$ cat config.mk
export PLATFORM = sky130hd
export DESIGN_NAME = accum_sequencer_flat
export DESIGN_NICKNAME = d
export VERILOG_FILES = /design/src/rtl/accum_sequencer_if.sv /design/src/rtl/accum_sequencer.sv /design/src/flat_wrapper.sv
export SDC_FILE = /design/constraint.sdc
export NUM_CORES = 1
export LEC_CHECK = 0
export CAP_MARGIN = 20
export CORE_ASPECT_RATIO = 0.7
export CORE_MARGIN = 2
export CORE_UTILIZATION = 25
export CTS_CLUSTER_DIAMETER = 150
export DETAILED_ROUTE_END_ITERATION = 8
export GPL_TIMING_DRIVEN = 0
export HOLD_SLACK_MARGIN = 0.06
export PLACE_DENSITY_LB_ADDON = 0.08
export SYNTH_ARGS = -nofsm -noshare
export SYNTH_HDL_FRONTEND = slang
export SYNTH_SLANG_ARGS = --single-unit
$ cat constraint.sdc
create_clock -name clk -period 2.2 [get_ports clk]
set_clock_uncertainty 0.2 [all_clocks]
set_input_delay 0.33 -clock clk [delete_from_list [all_inputs] [get_ports clk]]
set_output_delay 0.33 -clock clk [all_outputs]
set_load 0.02 [all_outputs]
$ cat src/rtl/accum_sequencer_if.sv
// Bundles the operand stream, the adder drive/return path and the result
// stream of the accumulation sequencer.
interface accum_sequencer_if #(
  parameter int WIDTH = 32,
  parameter int LEN_W = 8
);
  // Control
  logic             start;
  logic [LEN_W-1:0] len;
  logic             busy;

  // Operand stream
  logic             in_valid;
  logic             in_ready;
  logic [WIDTH-1:0] in_data;
  logic             in_sub;

  // External carry-lookahead adder
  logic [WIDTH-1:0] add_a;
  logic [WIDTH-1:0] add_b;
  logic             add_cin;
  logic [WIDTH-1:0] add_sum;
  logic             add_cout;

  // Result stream
  logic             out_valid;
  logic             out_ready;
  logic [WIDTH-1:0] out_data;
  logic             out_ovf;
  logic             out_carry;

  // Sequencer side
  modport slave (
    input  start, len, in_valid, in_data, in_sub, add_sum, add_cout, out_ready,
    output busy, in_ready, add_a, add_b, add_cin,
           out_valid, out_data, out_ovf, out_carry
  );

  // Environment side: operand source, adder and result sink
  modport master (
    output start, len, in_valid, in_data, in_sub, add_sum, add_cout, out_ready,
    input  busy, in_ready, add_a, add_b, add_cin,
           out_valid, out_data, out_ovf, out_carry
  );
endinterface

$ cat src/rtl/accum_sequencer.sv
// Accumulation sequencer around a combinational signed adder: folds a
// stream of add/subtract operands into an accumulator and returns the
// wrapped sum with a sticky signed-overflow flag.
module accum_sequencer #(
  parameter int WIDTH = 32,
  parameter int LEN_W = 8
) (
  input  logic              clk,
  input  logic              rst_n,
  accum_sequencer_if.slave  bus
);

  typedef enum logic [1:0] {
    IDLE  = 2'd0,
    ACCUM = 2'd1,
    DONE  = 2'd2
  } state_t;

  state_t           state_q, state_d;
  logic [WIDTH-1:0] acc_q, acc_d;
  logic [LEN_W-1:0] cnt_q, cnt_d;
  logic             ovf_q, ovf_d;
  logic             carry_q, carry_d;

  logic [WIDTH-1:0] addA;
  logic [WIDTH-1:0] addB;
  logic             addCin;
  logic             beatAccepted;
  logic             ovfStep;

  // Subtraction is a + ~b + 1, so the most-negative operand needs no
  // special case: its inversion plus the carry-in wraps correctly.
  always_comb begin
    addA   = acc_q;
    addB   = bus.in_sub ? ~bus.in_data : bus.in_data;
    addCin = bus.in_sub;
  end

  assign bus.add_a   = addA;
  assign bus.add_b   = addB;
  assign bus.add_cin = addCin;

  // A beat counts only while accumulating; operands offered elsewhere stay with the source.
  always_comb begin
    beatAccepted = (state_q == ACCUM) && bus.in_valid;
    ovfStep      = (addA[WIDTH-1] == addB[WIDTH-1]) &&
                   (bus.add_sum[WIDTH-1] != addA[WIDTH-1]);
  end

  // State and datapath registers, cleared asynchronously so a reset abandons any partial sum.
  always_ff @(posedge clk or negedge rst_n) begin
    if (!rst_n) begin
      state_q <= IDLE;
      acc_q   <= '0;
      cnt_q   <= '0;
      ovf_q   <= 1'b0;
      carry_q <= 1'b0;
    end else begin
      state_q <= state_d;
      acc_q   <= acc_d;
      cnt_q   <= cnt_d;
      ovf_q   <= ovf_d;
      carry_q <= carry_d;
    end
  end

  // Next-state and datapath update; everything holds unless a start or an accepted beat occurs.
  always_comb begin
    state_d = state_q;
    acc_d   = acc_q;
    cnt_d   = cnt_q;
    ovf_d   = ovf_q;
    carry_d = carry_q;

    unique case (state_q)
      IDLE: begin
        if (bus.start) begin
          acc_d   = '0;
          ovf_d   = 1'b0;
          carry_d = 1'b0;
          cnt_d   = bus.len;
          state_d = (bus.len == '0) ? DONE : ACCUM;
        end
      end

      ACCUM: begin
        if (beatAccepted) begin
          acc_d   = bus.add_sum;
          carry_d = bus.add_cout;
          ovf_d   = ovf_q | ovfStep;
          cnt_d   = cnt_q - 1'b1;
          if (cnt_q == {{(LEN_W-1){1'b0}}, 1'b1}) begin
            state_d = DONE;
          end
        end
      end

      DONE: begin
        if (bus.out_ready) begin
          state_d = IDLE;
        end
      end

      default: begin
        state_d = IDLE;
      end
    endcase
  end

  // Handshake and result outputs are pure decodes of the registered state, so they stay stable while held.
  always_comb begin
    bus.in_ready  = 1'b0;
    bus.out_valid = 1'b0;
    bus.out_data  = '0;
    bus.out_ovf   = 1'b0;
    bus.out_carry = 1'b0;
    bus.busy      = (state_q != IDLE);

    case (state_q)
      ACCUM: begin
        bus.in_ready = 1'b1;
      end
      DONE: begin
        bus.out_valid = 1'b1;
        bus.out_data  = acc_q;
        bus.out_ovf   = ovf_q;
        bus.out_carry = carry_q;
      end
      default: begin
      end
    endcase
  end

endmodule

$ cat src/flat_wrapper.sv
// flat-port wrapper written by rule: the top's interface ports become plain ports
module accum_sequencer_flat 
#(
  parameter int WIDTH = 32,
  parameter int LEN_W = 8
)
  (clk, rst_n, bus_start, bus_len, bus_in_valid, bus_in_data, bus_in_sub, bus_add_sum, bus_add_cout, bus_out_ready, bus_busy, bus_in_ready, bus_add_a, bus_add_b, bus_add_cin, bus_out_valid, bus_out_data, bus_out_ovf, bus_out_carry);
  accum_sequencer_if #(.WIDTH(WIDTH), .LEN_W(LEN_W)) bus_i ();
  input  logic clk;
  input  logic rst_n;
  input wire logic [$bits(bus_i.start)-1:0] bus_start;
  input wire logic [$bits(bus_i.len)-1:0] bus_len;
  input wire logic [$bits(bus_i.in_valid)-1:0] bus_in_valid;
  input wire logic [$bits(bus_i.in_data)-1:0] bus_in_data;
  input wire logic [$bits(bus_i.in_sub)-1:0] bus_in_sub;
  input wire logic [$bits(bus_i.add_sum)-1:0] bus_add_sum;
  input wire logic [$bits(bus_i.add_cout)-1:0] bus_add_cout;
  input wire logic [$bits(bus_i.out_ready)-1:0] bus_out_ready;
  output wire logic [$bits(bus_i.busy)-1:0] bus_busy;
  output wire logic [$bits(bus_i.in_ready)-1:0] bus_in_ready;
  output wire logic [$bits(bus_i.add_a)-1:0] bus_add_a;
  output wire logic [$bits(bus_i.add_b)-1:0] bus_add_b;
  output wire logic [$bits(bus_i.add_cin)-1:0] bus_add_cin;
  output wire logic [$bits(bus_i.out_valid)-1:0] bus_out_valid;
  output wire logic [$bits(bus_i.out_data)-1:0] bus_out_data;
  output wire logic [$bits(bus_i.out_ovf)-1:0] bus_out_ovf;
  output wire logic [$bits(bus_i.out_carry)-1:0] bus_out_carry;
  assign bus_i.start = bus_start;
  assign bus_i.len = bus_len;
  assign bus_i.in_valid = bus_in_valid;
  assign bus_i.in_data = bus_in_data;
  assign bus_i.in_sub = bus_in_sub;
  assign bus_i.add_sum = bus_add_sum;
  assign bus_i.add_cout = bus_add_cout;
  assign bus_i.out_ready = bus_out_ready;
  assign bus_busy = bus_i.busy;
  assign bus_in_ready = bus_i.in_ready;
  assign bus_add_a = bus_i.add_a;
  assign bus_add_b = bus_i.add_b;
  assign bus_add_cin = bus_i.add_cin;
  assign bus_out_valid = bus_i.out_valid;
  assign bus_out_data = bus_i.out_data;
  assign bus_out_ovf = bus_i.out_ovf;
  assign bus_out_carry = bus_i.out_carry;
  accum_sequencer #(.WIDTH(WIDTH), .LEN_W(LEN_W)) u_core (.clk(clk), .rst_n(rst_n), .bus(bus_i));
endmodule
# Word-level counts from Yosys, hierarchy flattened
# Cells that the tools add are included.
[word_totals]
register_bits = 44
inputBits = 79
out_inout_bits = 102
wordCells = 48
[op_classes]
n_addsub = 1
eq_ne = 9
n_mux = 23
n_bitwise = 2
reduce_logical = 8
[ops]
columns = ["operator", "n"]
rows = [
  ["2-to-1 mux 32 bit", 4],
  ["one-hot mux 32 bit (2 select lines)", 1],
  ["inverter 32 bit", 1],
  ["2-to-1 mux 8 bit", 2],
  ["one-hot mux 8 bit (2 select lines)", 1],
  ["2-to-1 mux 2 bit", 5],
  ["== test 8 x 1 -> 1 bit (second input constant)", 1],
  ["logical NOT 8 bit", 1],
  ["subtractor 8 x 1 -> 8 bit (second input constant)", 1],
  ["2-to-1 mux 1 bit", 7],
  ["!= test 2 bit (second input constant)", 3],
  ["one-hot mux 2 bit (3 select lines)", 1],
  ["one-hot mux 1 bit (2 select lines)", 2],
  ["AND reduction 4 bit", 1],
  ["nonzero test 2 bit", 2],
  ["AND reduction 3 bit", 1],
  ["== test 2 x 1 -> 1 bit (second input constant)", 1],
  ["== test 2 bit (second input constant)", 1],
  ["logical AND 1 bit", 2],
  ["logical NOT 2 bit", 1],
  ["!= test 2 x 1 -> 1 bit (second input constant)", 1],
  ["== test 1 bit", 1],
  ["!= test 1 bit", 1],
  ["bitwise OR 1 bit", 1],
]

# Logic depth before layout (Yosys ltp)
[depth]
word_depth = 7
depth_mapped = 6
mapped_depth_nobuf = 6

# Worst setup path after synthesis
# Ideal clock, no wire load.
[synth_timing]
path_kind = "flip-flop to output port"
startpoint = "register u_core.state_q[1]"
endpoint = "output bus_out_data[22]"
arrival_ps = 1233
required_time_ps = 1670
slack_ps = 437
path_stages_with_launch = 4
n_path_buf = 1
path_cell_list = "dfrtp_1 nor2b_1 buf_2 and2_1"
[synth_between]
elab_chain_cells = 2
[synth_lines]
columns = ["item", "line", "source"]
rows = [
  ["from (decl)", "accum_sequencer.sv:19", "state_t state_q, state_d;"],
  ["from (signal assigned)", "accum_sequencer.sv:59", "state_q <= state_d;"],
  ["== test 2 bit", "accum_sequencer.sv:119", "case (state_q)"],
  ["2-to-1 mux 32 bit", "accum_sequencer.sv:119", ""],
  ["to (decl)", "flat_wrapper.sv:25", "output wire logic [$bits(bus_i.out_data)-1:0] bus_out_data;"],
]
# No other way between the ends.

# Worst setup path after layout
[layout_timing]
startpoint = "input bus_in_sub"
endpoint = "output bus_add_b[13]"
[layout_between]
elab_chain_cells = 1
[layout_lines]
columns = ["item", "line", "source"]
rows = [
  ["from (decl)", "flat_wrapper.sv:15", "input wire logic [$bits(bus_i.in_sub)-1:0] bus_in_sub;"],
  ["2-to-1 mux 32 bit", "accum_sequencer.sv:35", "addB = bus.in_sub ? ~bus.in_data : bus.in_data;"],
  ["to (decl)", "flat_wrapper.sv:22", "output wire logic [$bits(bus_i.add_b)-1:0] bus_add_b;"],
]
# No other way between the ends.

==> results.sh <==
export IMPL_drt_iter0_drc=100
export IMPL_worstHoldPathType="in2async"
export IMPL_antenna_found_initial=1
export IMPL_cts_buffers_inserted=5
export IMPL_syn_inst=234
export IMPL_critPathTopFamily="buffers and inverters"
export IMPL_endpoint_kind="output pin"
export IMPL_ys_seq_area_share_pct=45.55
export IMPL_hpwlAfterDp_um=6633
export IMPL_cts_tree="yes"
export IMPL_syn_area_sq_mm=0.002417
export IMPL_htree_levels=2
export IMPL_grt_usage_pct=16.35
export IMPL_routed_via_density=4.524
export IMPL_startpoint_type="input port"
export IMPL_async_flop_share_pct=100.0
export IMPL_rsz0062_at_grt="yes"
export IMPL_maxSlewViolCount=0
export IMPL_grtUsageMet1_pct=23.70
export IMPL_ys_flop_type="dfrtp_1"
export IMPL_path_buf_inv=3
export IMPL_power_density_mw_per_mm2=593.0
export IMPL_tightest_slew_ns=0.5477
export IMPL_core_area_sq_mm=0.009216
export IMPL_path_class="in2out"
export IMPL_gp_congestion=0.7964
export IMPL_timing_reg2reg_setup_slack_ns=0.35
export IMPL_fin_util_pct=48.43
export IMPL_max_freq_mhz=467.1
export IMPL_dp_slack_ns=-0.5806
export IMPL_drc=0
export IMPL_n_fill_cell=902
export IMPL_grt_pass1_wl_um=13320
export IMPL_p_leak_uw=0.002007
export IMPL_syn_area_per_cell_sq_um=10.33
export IMPL_status="finished clean"
export IMPL_fin_crit_ns=2.141
export IMPL_antenna_left=0
export IMPL_grt_max_degree=38
export IMPL_grt_met2_usage_pct=24.87
export IMPL_clockBufferDepth=2
export IMPL_cp_required_ns=1.67
export IMPL_finalCritPeriodShare_pct=97.31
export IMPL_cts_root_buf="clkbuf_16"
export IMPL_drive_gt1_share_pct=14.79
export IMPL_critPathMaxFanout=10
export IMPL_tns_ns=0
export IMPL_reg2reg_depth=6
export IMPL_crit_path_max_incr_delay_ns=0.62
export IMPL_grt_overflow_total=0
export IMPL_whs_ns=0.2374
export IMPL_ir_drop_v=0.0003162
export IMPL_routed_wl_um=8539
export IMPL_vias=2488
export IMPL_detail_route_first_pass_iterations=4
export IMPL_syn_to_final_growth_pct=84.63
export IMPL_finalHoldViolCount=0
export IMPL_r2r_end="u_core.cnt_q[4]"
export IMPL_io_pins=181
export IMPL_dieHeight_um=86.27
export IMPL_synth_nets=315
export IMPL_grt_util_met3_pct=4.145
export IMPL_synth_cell_types=37
export IMPL_clk_pin_slew_ns=0.06
export IMPL_setup_viol=0
export IMPL_rows=29
export IMPL_path_cells="clkbuf_1 > buf_4 > xor2_1 > clkdlybuf4s50_1"
export IMPL_cp_slowest_cell="clkdlybuf4s50_1"
export IMPL_relSlewSlack_pct=63.49
export IMPL_antennaDiodeCount=0
export IMPL_insertion_delay_ns=0.28
export IMPL_die_area_sq_mm=0.01048
export IMPL_r2r_start="u_core.cnt_q[0]"
export IMPL_grt_pass1_vias=2415
export IMPL_cts_sinks=44
export IMPL_crit_arrival_ns=1.61
export IMPL_cap_violations=0
export IMPL_nets=506
export IMPL_grt_busiest_layer="met2"
export IMPL_die_w_um=121.5
export IMPL_synth_seq_cells=44
export IMPL_synth_enable_flop_cells=0
export IMPL_ys_warn_count=0
export IMPL_io_buffers=179
export IMPL_wl_per_cell_um=15.53
export IMPL_initial_core_util_pct=26.23
export IMPL_setup_ws_ns=0.05920
[report_power, final]
group / internal [uW] / switching, uW
logic: 473 / 383
clock network: 453 / 310
registers: 913 / 115
total: 1840 / 808
[per-layer routing]
metal / part of all wire (%) / up-vias
met5: 0 / -
met2: 44 / 113
li1: - / 1201
met1: 47 / 1169
met4: 0.48 / 0
met3: 8.3 / 5
[metrics by stage]
step	power, uW	instance area, sq um	std cells
after CTS	2679	4553	549
after global routing	2803	4463	550
after detailed placement	1901	4379	538
final	2646	4463	550
after floorplan	1423	2417	234
after global placement	1889	4364	537
[registers in the layout, indices dropped and copies added (netlist names)]
signal            count
u_core.state_q        2
u_core.ovf_q          1
u_core.carry_q        1
u_core.cnt_q          8
u_core.bus.add_a     32
[worst register-to-register path: stages, from the launching register on]
cell and delay, ns:
dfrtp_1 0.46, inv_1 0.09, ha_1 0.25, inv_1 0.08
o311ai_0 0.26, o21ai_0 0.14, a221o_1 0.27
[area by class of cell]
type                    count  area, sq um  area share (%)
inverters                   5        18.77          0.4205
well taps                 124        155.1           3.476
plain buffers              19        122.6           2.747
flip-flops and latches     44         1104           24.73
repair buffers            184         1704           38.18
clock inverters             1        7.507          0.1682
clock buffers               7        142.6           3.196
multi-input cells         166         1209           27.08
[worst max path at each step]
| stage | start | to | slack, ns | depth (start not counted) |
|---|---|---|---|---|
| 6_report | bus_in_sub | bus_add_b[13] | 0.06 | 4 |
| 2_1_floorplan | u_core.state_q[1] | bus_out_data[22] | 0.44 | 3 |
| 3_3_place_gp | rst_n | u_core.bus.add_a[2] | -0.77 | 1 |
| 5_1_grt | bus_in_sub | bus_add_b[8] | -0.04 | 4 |
| 4_1_cts | bus_in_sub | bus_add_b[13] | -0.03 | 4 |
| 3_5_place_dp | u_core.state_q[1] | bus_out_data[15] | -0.58 | 4 |
[Yosys cell counts (2+ instances only)]
| cell | instances | area (sq um) |
|---|---|---|
| a2bb2oi_1 | 2 | 17.52 |
| nor3_1 | 2 | 10.01 |
| buf_2 | 10 | 50.05 |
| nand4_1 | 2 | 12.51 |
| dfrtp_1 | 44 | 1101 |
| nand2b_1 | 2 | 12.51 |
| nor4_1 | 2 | 12.51 |
| buf_4 | 4 | 30.03 |
| and2_1 | 36 | 225.2 |
| inv_1 | 5 | 18.77 |
| xor2_1 | 32 | 280.3 |
| clkbuf_1 | 5 | 18.77 |
| nand3_1 | 2 | 10.01 |
| a21oi_1 | 6 | 30.03 |
| o21ai_0 | 6 | 30.03 |
| nand2_1 | 11 | 41.29 |
| a22o_1 | 34 | 297.8 |
| nor2b_1 | 3 | 18.77 |
| ha_1 | 2 | 25.02 |
| nor2_1 | 7 | 26.28 |
[cell families after synthesis]
family	count (synthesis)	synth area share (%)
AND/OR/NAND/NOR	72	17.03
AO/OA/AOI/OAI	60	19.93
flip-flops	44	45.55
XOR/XNOR	32	11.59
buffers and inverters	24	4.866
adder cells (fa/ha/maj)	2	1.035
[timing repair]
action                                  CTS  global route
setup buffers                             2             1
hold buffers                              1             0
endpoints found under the setup margin   53            58
resized for setup                        65            49
pin swaps                                 0             0
endpoints found under the hold margin    44             0
[placed cells by master, fill, tap and decap left out, types with 2 or more instances in the layout]
cell	instances
nor2_1	7
nand2_1	11
xor2_1	32
a22o_1	34
clkbuf_2	27
o21ai_0	6
nand3_1	2
clkbuf_4	3
clkbuf_16	5
nand4_1	2
a2bb2oi_1	2
clkbuf_1	4
buf_2	6
dfrtp_2	2
clkdlybuf4s50_1	137
dlygate4sd2_1	9
nor3_1	2
nor4_1	2
dlymetal6s2s_1	4
a21oi_1	6
buf_4	10
ha_1	2
and2_1	36
dfrtp_1	42
inv_1	5
nand2b_1	2
No activity file was read; power rests on OpenSTA's default activity.
